### src/rtl/ripemd160_pkg.sv
// rtl/ripemd160_pkg.sv - RIPEMD-160 initial chaining words and combine FSM state type
package ripemd160_pkg;

    localparam logic [31:0] H0_INIT = 32'h67452301;
    localparam logic [31:0] H1_INIT = 32'hefcdab89;
    localparam logic [31:0] H2_INIT = 32'h98badcfe;
    localparam logic [31:0] H3_INIT = 32'h10325476;
    localparam logic [31:0] H4_INIT = 32'hc3d2e1f0;

    localparam logic [159:0] CHAIN_INIT = {H0_INIT, H1_INIT, H2_INIT, H3_INIT, H4_INIT};

    typedef enum logic [1:0] {
        IDLE = 2'd0,
        WAIT = 2'd1,
        SUM  = 2'd2,
        OUT  = 2'd3
    } state_t;

endpackage

### src/rtl/ripemd160_bswap32.sv
// rtl/ripemd160_bswap32.sv - combinational 32-bit byte reversal
module ripemd160_bswap32 (
    input  logic [31:0] word,
    output logic [31:0] swapped
);

    assign swapped = {word[7:0], word[15:8], word[23:16], word[31:24]};

endmodule

### src/rtl/ripemd160_combine.sv
// rtl/ripemd160_combine.sv - joins left/right line results into h0..h4 (optional chaining: RIPEMD160_CHAIN_EN)
module ripemd160_combine
    import ripemd160_pkg::*;
#(
    parameter int BSWAP = 1
) (
    input  logic         clk,
    input  logic         rst,
    input  logic         i_valid_l,
    input  logic [159:0] i_left,
    input  logic         i_valid_r,
    input  logic [159:0] i_right,
    input  logic         i_last,
    input  logic         o_ready,
    output logic         o_valid,
    output logic [159:0] o_digest,
    output logic [159:0] o_chain,
    output logic         o_busy,
    output logic         o_err
);

    state_t        state;
    logic          have_l;      // in WAIT: 1 when the left side is the one already captured
    logic [159:0]  left_q;
    logic [159:0]  right_q;
    logic [159:0]  digest_q;    // pre-swap h0'..h4'
    logic [159:0]  chain_w;
    logic [159:0]  sum_w;
    logic          take_l;
    logic          take_r;
    logic          err_evt;

`ifdef RIPEMD160_CHAIN_EN
    logic [159:0]  chain_q;
    logic          last_q;

    assign chain_w = chain_q;
`else
    logic          unused_last;

    assign chain_w     = CHAIN_INIT;
    assign unused_last = i_last;
`endif

    // A pulse is accepted only in IDLE or as the missing side in WAIT; any other pulse is a protocol error
    always_comb begin
        take_l  = i_valid_l && ((state == IDLE) || ((state == WAIT) && !have_l));
        take_r  = i_valid_r && ((state == IDLE) || ((state == WAIT) && have_l));
        err_evt = (i_valid_l && !take_l) || (i_valid_r && !take_r);
    end

    // Final addition, rotated one word across lines: h0'=H1+C1+D2 ... h4'=H0+B1+C2
    always_comb begin
        sum_w = {chain_w[127:96] + left_q[95:64]   + right_q[63:32],
                 chain_w[95:64]  + left_q[63:32]   + right_q[31:0],
                 chain_w[63:32]  + left_q[31:0]    + right_q[159:128],
                 chain_w[31:0]   + left_q[159:128] + right_q[127:96],
                 chain_w[159:128] + left_q[127:96] + right_q[95:64]};
    end

    // Capture/sum/output sequencing with sticky error flag
    always_ff @(posedge clk or posedge rst) begin
        if (rst) begin
            state    <= IDLE;
            have_l   <= 1'b0;
            left_q   <= '0;
            right_q  <= '0;
            digest_q <= '0;
            o_valid  <= 1'b0;
            o_err    <= 1'b0;
        end else begin
            if (err_evt) begin
                o_err <= 1'b1;
            end
            if (take_l) begin
                left_q <= i_left;
            end
            if (take_r) begin
                right_q <= i_right;
            end
            case (state)
                IDLE: begin
                    have_l <= take_l;
                    if (take_l && take_r) begin
                        state <= SUM;
                    end else if (take_l || take_r) begin
                        state <= WAIT;
                    end
                end
                WAIT: begin
                    if (take_l || take_r) begin
                        state <= SUM;
                    end
                end
                SUM: begin
                    digest_q <= sum_w;
                    o_valid  <= 1'b1;
                    state    <= OUT;
                end
                OUT: begin
                    if (o_ready) begin
                        o_valid <= 1'b0;
                        state   <= IDLE;
                    end
                end
                default: state <= IDLE;
            endcase
        end
    end

`ifdef RIPEMD160_CHAIN_EN
    // Chaining value follows each block and returns to the IV once the last block is handed off
    always_ff @(posedge clk or posedge rst) begin
        if (rst) begin
            chain_q <= CHAIN_INIT;
            last_q  <= 1'b0;
        end else begin
            if (take_l) begin
                last_q <= i_last;
            end
            if (state == SUM) begin
                chain_q <= sum_w;
            end else if ((state == OUT) && o_ready && last_q) begin
                chain_q <= CHAIN_INIT;
            end
        end
    end
`endif

    assign o_chain = chain_w;
    assign o_busy  = (state != IDLE);

    genvar g;
    generate
        for (g = 0; g < 5; g++) begin : g_word
            if (BSWAP != 0) begin : g_swap
                ripemd160_bswap32 u_bswap (
                    .word    (digest_q[g*32 +: 32]),
                    .swapped (o_digest[g*32 +: 32])
                );
            end else begin : g_pass
                assign o_digest[g*32 +: 32] = digest_q[g*32 +: 32];
            end
        end
    endgenerate

endmodule
### config.mk
export PLATFORM = sky130hd
export DESIGN_NAME = ripemd160_combine
export DESIGN_NICKNAME = d
export VERILOG_FILES = /design/src/rtl/ripemd160_pkg.sv /design/src/rtl/ripemd160_bswap32.sv /design/src/rtl/ripemd160_combine.sv
export SDC_FILE = /design/constraint.sdc
export NUM_CORES = 2
export LEC_CHECK = 0
export BUFFER_PORTS_ARGS = -buffer_cell sky130_fd_sc_hd__buf_2
export CORE_AREA = 2 2 255 257
export CTS_CLUSTER_SIZE = 40
export DETAILED_ROUTE_END_ITERATION = 8
export DIE_AREA = 0 0 257 259
export HOLD_SLACK_MARGIN = 0.02
export PLACE_DENSITY = 0.7
export SLEW_MARGIN = 10
export SYNTH_ARGS = -nofsm -noshare
export SYNTH_HDL_FRONTEND = slang
export SYNTH_SLANG_ARGS = --single-unit
### constraint.sdc
create_clock -name clk -period 18.83 [get_ports clk]
set_input_delay 0.9415 -clock clk [delete_from_list [all_inputs] [get_ports clk]]
set_output_delay 0.9415 -clock clk [all_outputs]
set_load 0.05 [all_outputs]
# Word level (Yosys, flattened, before mapping)
# Cells that the tools add are included.
# W data, S select, Z words.
[classes]
add_sub_neg = 10
n_eq_ne = 6
muxes = 7
n_reduce_logical = 19
[op_table]
columns = ["op", "count"]
rows = [
  ["$add A32 B32 Y32", 5],
  ["$add A32 B32 Y32 const A", 3],
  ["$add A29 B32 Y32 const A", 1],
  ["$add A31 B32 Y32 const A", 1],
  ["$mux W2", 4],
  ["$pmux W2 S4", 1],
  ["$logic_and A1 B1 Y1", 7],
  ["$eq A2 B2 Y1 const B", 2],
  ["$logic_or A1 B1 Y1", 4],
  ["$reduce_bool A2 Y1", 2],
  ["$logic_not A1 Y1", 3],
  ["$ne A3 B1 Y1 const B", 1],
  ["$reduce_and A3 Y1", 1],
  ["$eq A2 B1 Y1 const B", 1],
  ["$logic_not A2 Y1", 1],
  ["$ne A2 B1 Y1 const B", 1],
  ["$ne A2 B2 Y1 const B", 1],
  ["$pmux W1 S2", 1],
  ["$reduce_and A2 Y1", 1],
  ["$mux W1", 1],
]
[totals]
ff_bits = 485
in_bits = 326
output_inout_bits = 323

# Depth between registers and ports, before layout
[logic_depth]
ltp_word = 8
mapped_depth = 14
ltp_nobuf = 14

# Hierarchy
# From an unflattened synthesis, not the netlist that was laid out.
[unflattened]
cells_unflattened = 2931
hier_area_um2 = 31017.2
[modules_own_cells]
columns = ["mod", "instances", "cells_per_inst", "area_per_inst_um2"]
rows = [
  ["ripemd160_combine", 1, 2771, 29816.1],
  ["ripemd160_bswap32", 5, 32, 240.2],
]

# Worst setup path after synthesis
# OpenSTA, ideal clock, no wires.
[synth_timing]
path_type = "register to register"
startpoint = "reg left_q[33]"
endpoint = "reg digest_q[121]"
setup_ns = 0.125
t_arrival_ns = 3.102
t_required_ns = 18.705
path_slack_ns = 15.603
stages_incl_launch_ff = 15
synth_period_minus_slack_ns = 3.227
cell_sequence = "dfrtp_1 > inv_1 > ha_1 > inv_1 > ha_1 > fa_1 > a21oi_1 > o21ai_2 > a211oi_1 > nor4b_4 > o221ai_2 > o31ai_4 > a31oi_1 > xnor2_1 > mux2_2"
[synth_between]
elab_chain_len = 2
[synth_rtl]
columns = ["item", "line", "rtl"]
rows = [
  ["from (decl)", "ripemd160_combine.sv:24", "logic [159:0] left_q;"],
  ["from (signal assigned)", "ripemd160_combine.sv:76", "left_q <= i_left;"],
  ["$add A32 B32 Y32 (2 in a row)", "ripemd160_combine.sv:55", "chain_w[95:64] + left_q[63:32] + right_q[31:0],"],
  ["to (signal assigned)", "ripemd160_combine.sv:96", "digest_q <= sum_w;"],
  ["to (decl)", "ripemd160_combine.sv:26", "logic [159:0] digest_q;"],
]
# Every way passes these cells.
# A chain may end at the register's enable or synchronous reset.

# Worst setup path in the final report
[layout_timing]
startpoint = "reg left_q[129]"
endpoint = "reg digest_q[59]"
[layout_between]
elab_chain_len = 2
[layout_rtl]
columns = ["item", "line", "rtl"]
rows = [
  ["$add A32 B32 Y32 (2 in a row)", "ripemd160_combine.sv:57", "chain_w[31:0] + left_q[159:128] + right_q[127:96],"],
]
# Every way passes these cells.

==> run metrics <==
Crit. End Element register; Hold EP digest_q[85]; via count 21.2k; Top Ports 649; mapped cell area 29,800 um2; Startpoint Class register; Pre-Repair DR Iteration Count 5; met1 usage 0.243; HPWL Detailed 54,600 um; Rel. slew slack 0.322; most common cell after layout, fill and taps aside buf_2; CORE AREA 63,900 um2; Slowest-stage cell, CP fa_1; Synth Register Bits 485; GRT Max-Usage Layer met2; Die Wd 257 um; Multi-input gate area 15,400 um2; delay-heaviest family, CP compound AO/OA/AOI/OAI gates; final hold vios 0; CTS Buf Count 56; FFs w/ async S/R, synth 1.00; worst-path cell chain ha_1, ha_1, fa_1, a211oi_1, o21ai_0, nand4_1, a21oi_1, a21oi_1, o21ai_0, a311oi_1, xnor2_1, mux2_2; R2R depth 12; Port Buf Inserts 487; worst-case clock buffer depth 3; vias in the first global route 20.8k; RSZ-0062 raised after global routing false; largest net degree at the start of global routing 136; M3 GR Usage 0.0493; Synth Instances 2,769; initial antenna violation count 32; Worst Skew 15.3 ps; htree depth 2; Worst Path Buf+Inv 0; cts hold-fix bufs 0; crit-path max FO 3; CTS tree yes; critical path data required time 19,320 ps; post-cts sizing count 0; crit path time final 3780 ps; Main synth FF type dfrtp_1; Worst-Margin Slew 1020 ps; R2R Setup Slk 15,050 ps; DR iter-0 viols 1,101; Die Ht 259 um; Worst Hold Launch digest_q[85]; grt ovf 0; R2R Path Start left_q[129]; initial core utilization 0.466; status complete, no violations; final net count 3,884; GRT Total Usage 0.210; Final Max Tran Viols 0; setup TNS 0 ps; Seq/Total Area, Yosys 0.408; Filler cells 5,678; final setup vio count 0; # DRC 0; met2 Use GR 0.360; Post-synth EDFFs 0; sequential cell area 12,100 um2; area of the die 66,600 um2; root buffer cell clkbuf_16; clk slew on worst S/H paths 60 ps; Distinct cells, synth 80; Fmax 0.265 GHz; r2r endpoint digest_q[59]; Mapped Avg Cell Area 10.7 um2; layout cells sized above 1 0.321; largest stage delay on the critical path 510 ps; Clock Sinks 485; GP Congestion 0.905; maxcap violations 0; hold crit path type register to register; Syn-to-layout area delta 15.7%; WL final 71,800 um; worst skew pair latency 610 ps; Crit Path Category register to register; antenna viol nets, final 0; YS warnings 0; most frequent cells in the layout buf_2 (487), dfrtp_1 (485), mux2_2 (431); number of setup buffers added after CTS 0; fin crit share 0.201; via/cell ratio 5.08; # rows 93; WL per Instance 17.3 um; Min-Delay Path Depth 1; first-pass GRT wire length 112,000 um; crit path DAT 4270 ps
[stage by stage]
stage                     hold WS, ps  cells  setup slack (ps)   util  area (um2)
after floorplan                   479   2927              4350      -       30400
after global placement            459   4040             14380  0.509       32500
after detailed placement          463   4040             14380  0.509       32500
after CTS                         480   4142             15030  0.538       34400
after global routing              495   4160             14600  0.539       34400
final                             476   4161             15050  0.539       34400
[how the worst max path moves through the flow]
stage                   end  cells after the start  slack (ps)   startpoint
3_5_place_dp     left_q[34]                      5       14380          rst
5_1_grt        digest_q[92]                      5       14600          rst
2_1_floorplan   digest_q[0]                      1        4350          rst
4_1_cts          left_q[36]                      5       15030          rst
6_report       digest_q[59]                     12       15050  left_q[129]
3_3_place_gp     right_q[0]                      5       14380          rst
[Yosys cell counts (18+ instances only)]
cell type    n  area share
xnor2_1     89       0.026
buf_4      160       0.040
nor2_1      95       0.012
inv_1      351       0.044
a21oi_1    156       0.026
ha_1       310        0.13
nand4_1     28      0.0059
dfrtp_1    485        0.41
mux2_2     431        0.16
clkbuf_1    78      0.0098
a21o_1      70       0.018
xor2_1      40       0.012
a31oi_1     23      0.0048
o21ai_0     84       0.014
nand2_1     86       0.011
nor3_1      21      0.0035
o21bai_1    24      0.0061
nand3_1     18      0.0030
[metal layers]
metal / vias up / routed length, um
li1: 10239 / -
met1: 10148 / 28500
met2: 571 / 35500
met3: 173 / 4050
met4: 24 / 3580
met5: - / 160
[layout make-up]
type,instances,area share
Tap cell,855,0.0311
Clock buffer,83,0.0495
Sequential cell,485,0.352
Clock inverter,19,0.00563
Inverter,351,0.0385
Multi-Input combinational cell,1846,0.447
Antenna cell,19,0.00138
Timing Repair Buffer,503,0.0742
[state kept, by name, summed over array words and instances, names as in the netlist]
| name | count |
|---|---|
| right_q | 160 |
| o_valid | 1 |
| digest_q | 160 |
| have_l | 1 |
| o_err | 1 |
| left_q | 160 |
| state | 2 |
[kinds of logic after synthesis]
group                      synth area share
buffers and inverters                0.0954
AOI/OAI and AO/OA                     0.109
DFF                                   0.408
muxes                                 0.165
and+or+nand+nor                      0.0509
adders and majority gates             0.134
xor gates and xnor gates             0.0380
other                              0.000252
[worst register-to-register path: cells and delay by family, from the launching register on]
kind	cells	cell delay, ps
DFF	1	380
and+or+nand+nor	1	180
muxes	1	260
AOI/OAI and AO/OA	6	1660
adders and majority gates	3	1070
xor gates and xnor gates	1	100
Power is not shown: default switching activity piles up to over one toggle a cycle in this logic, so the estimate is an artifact.
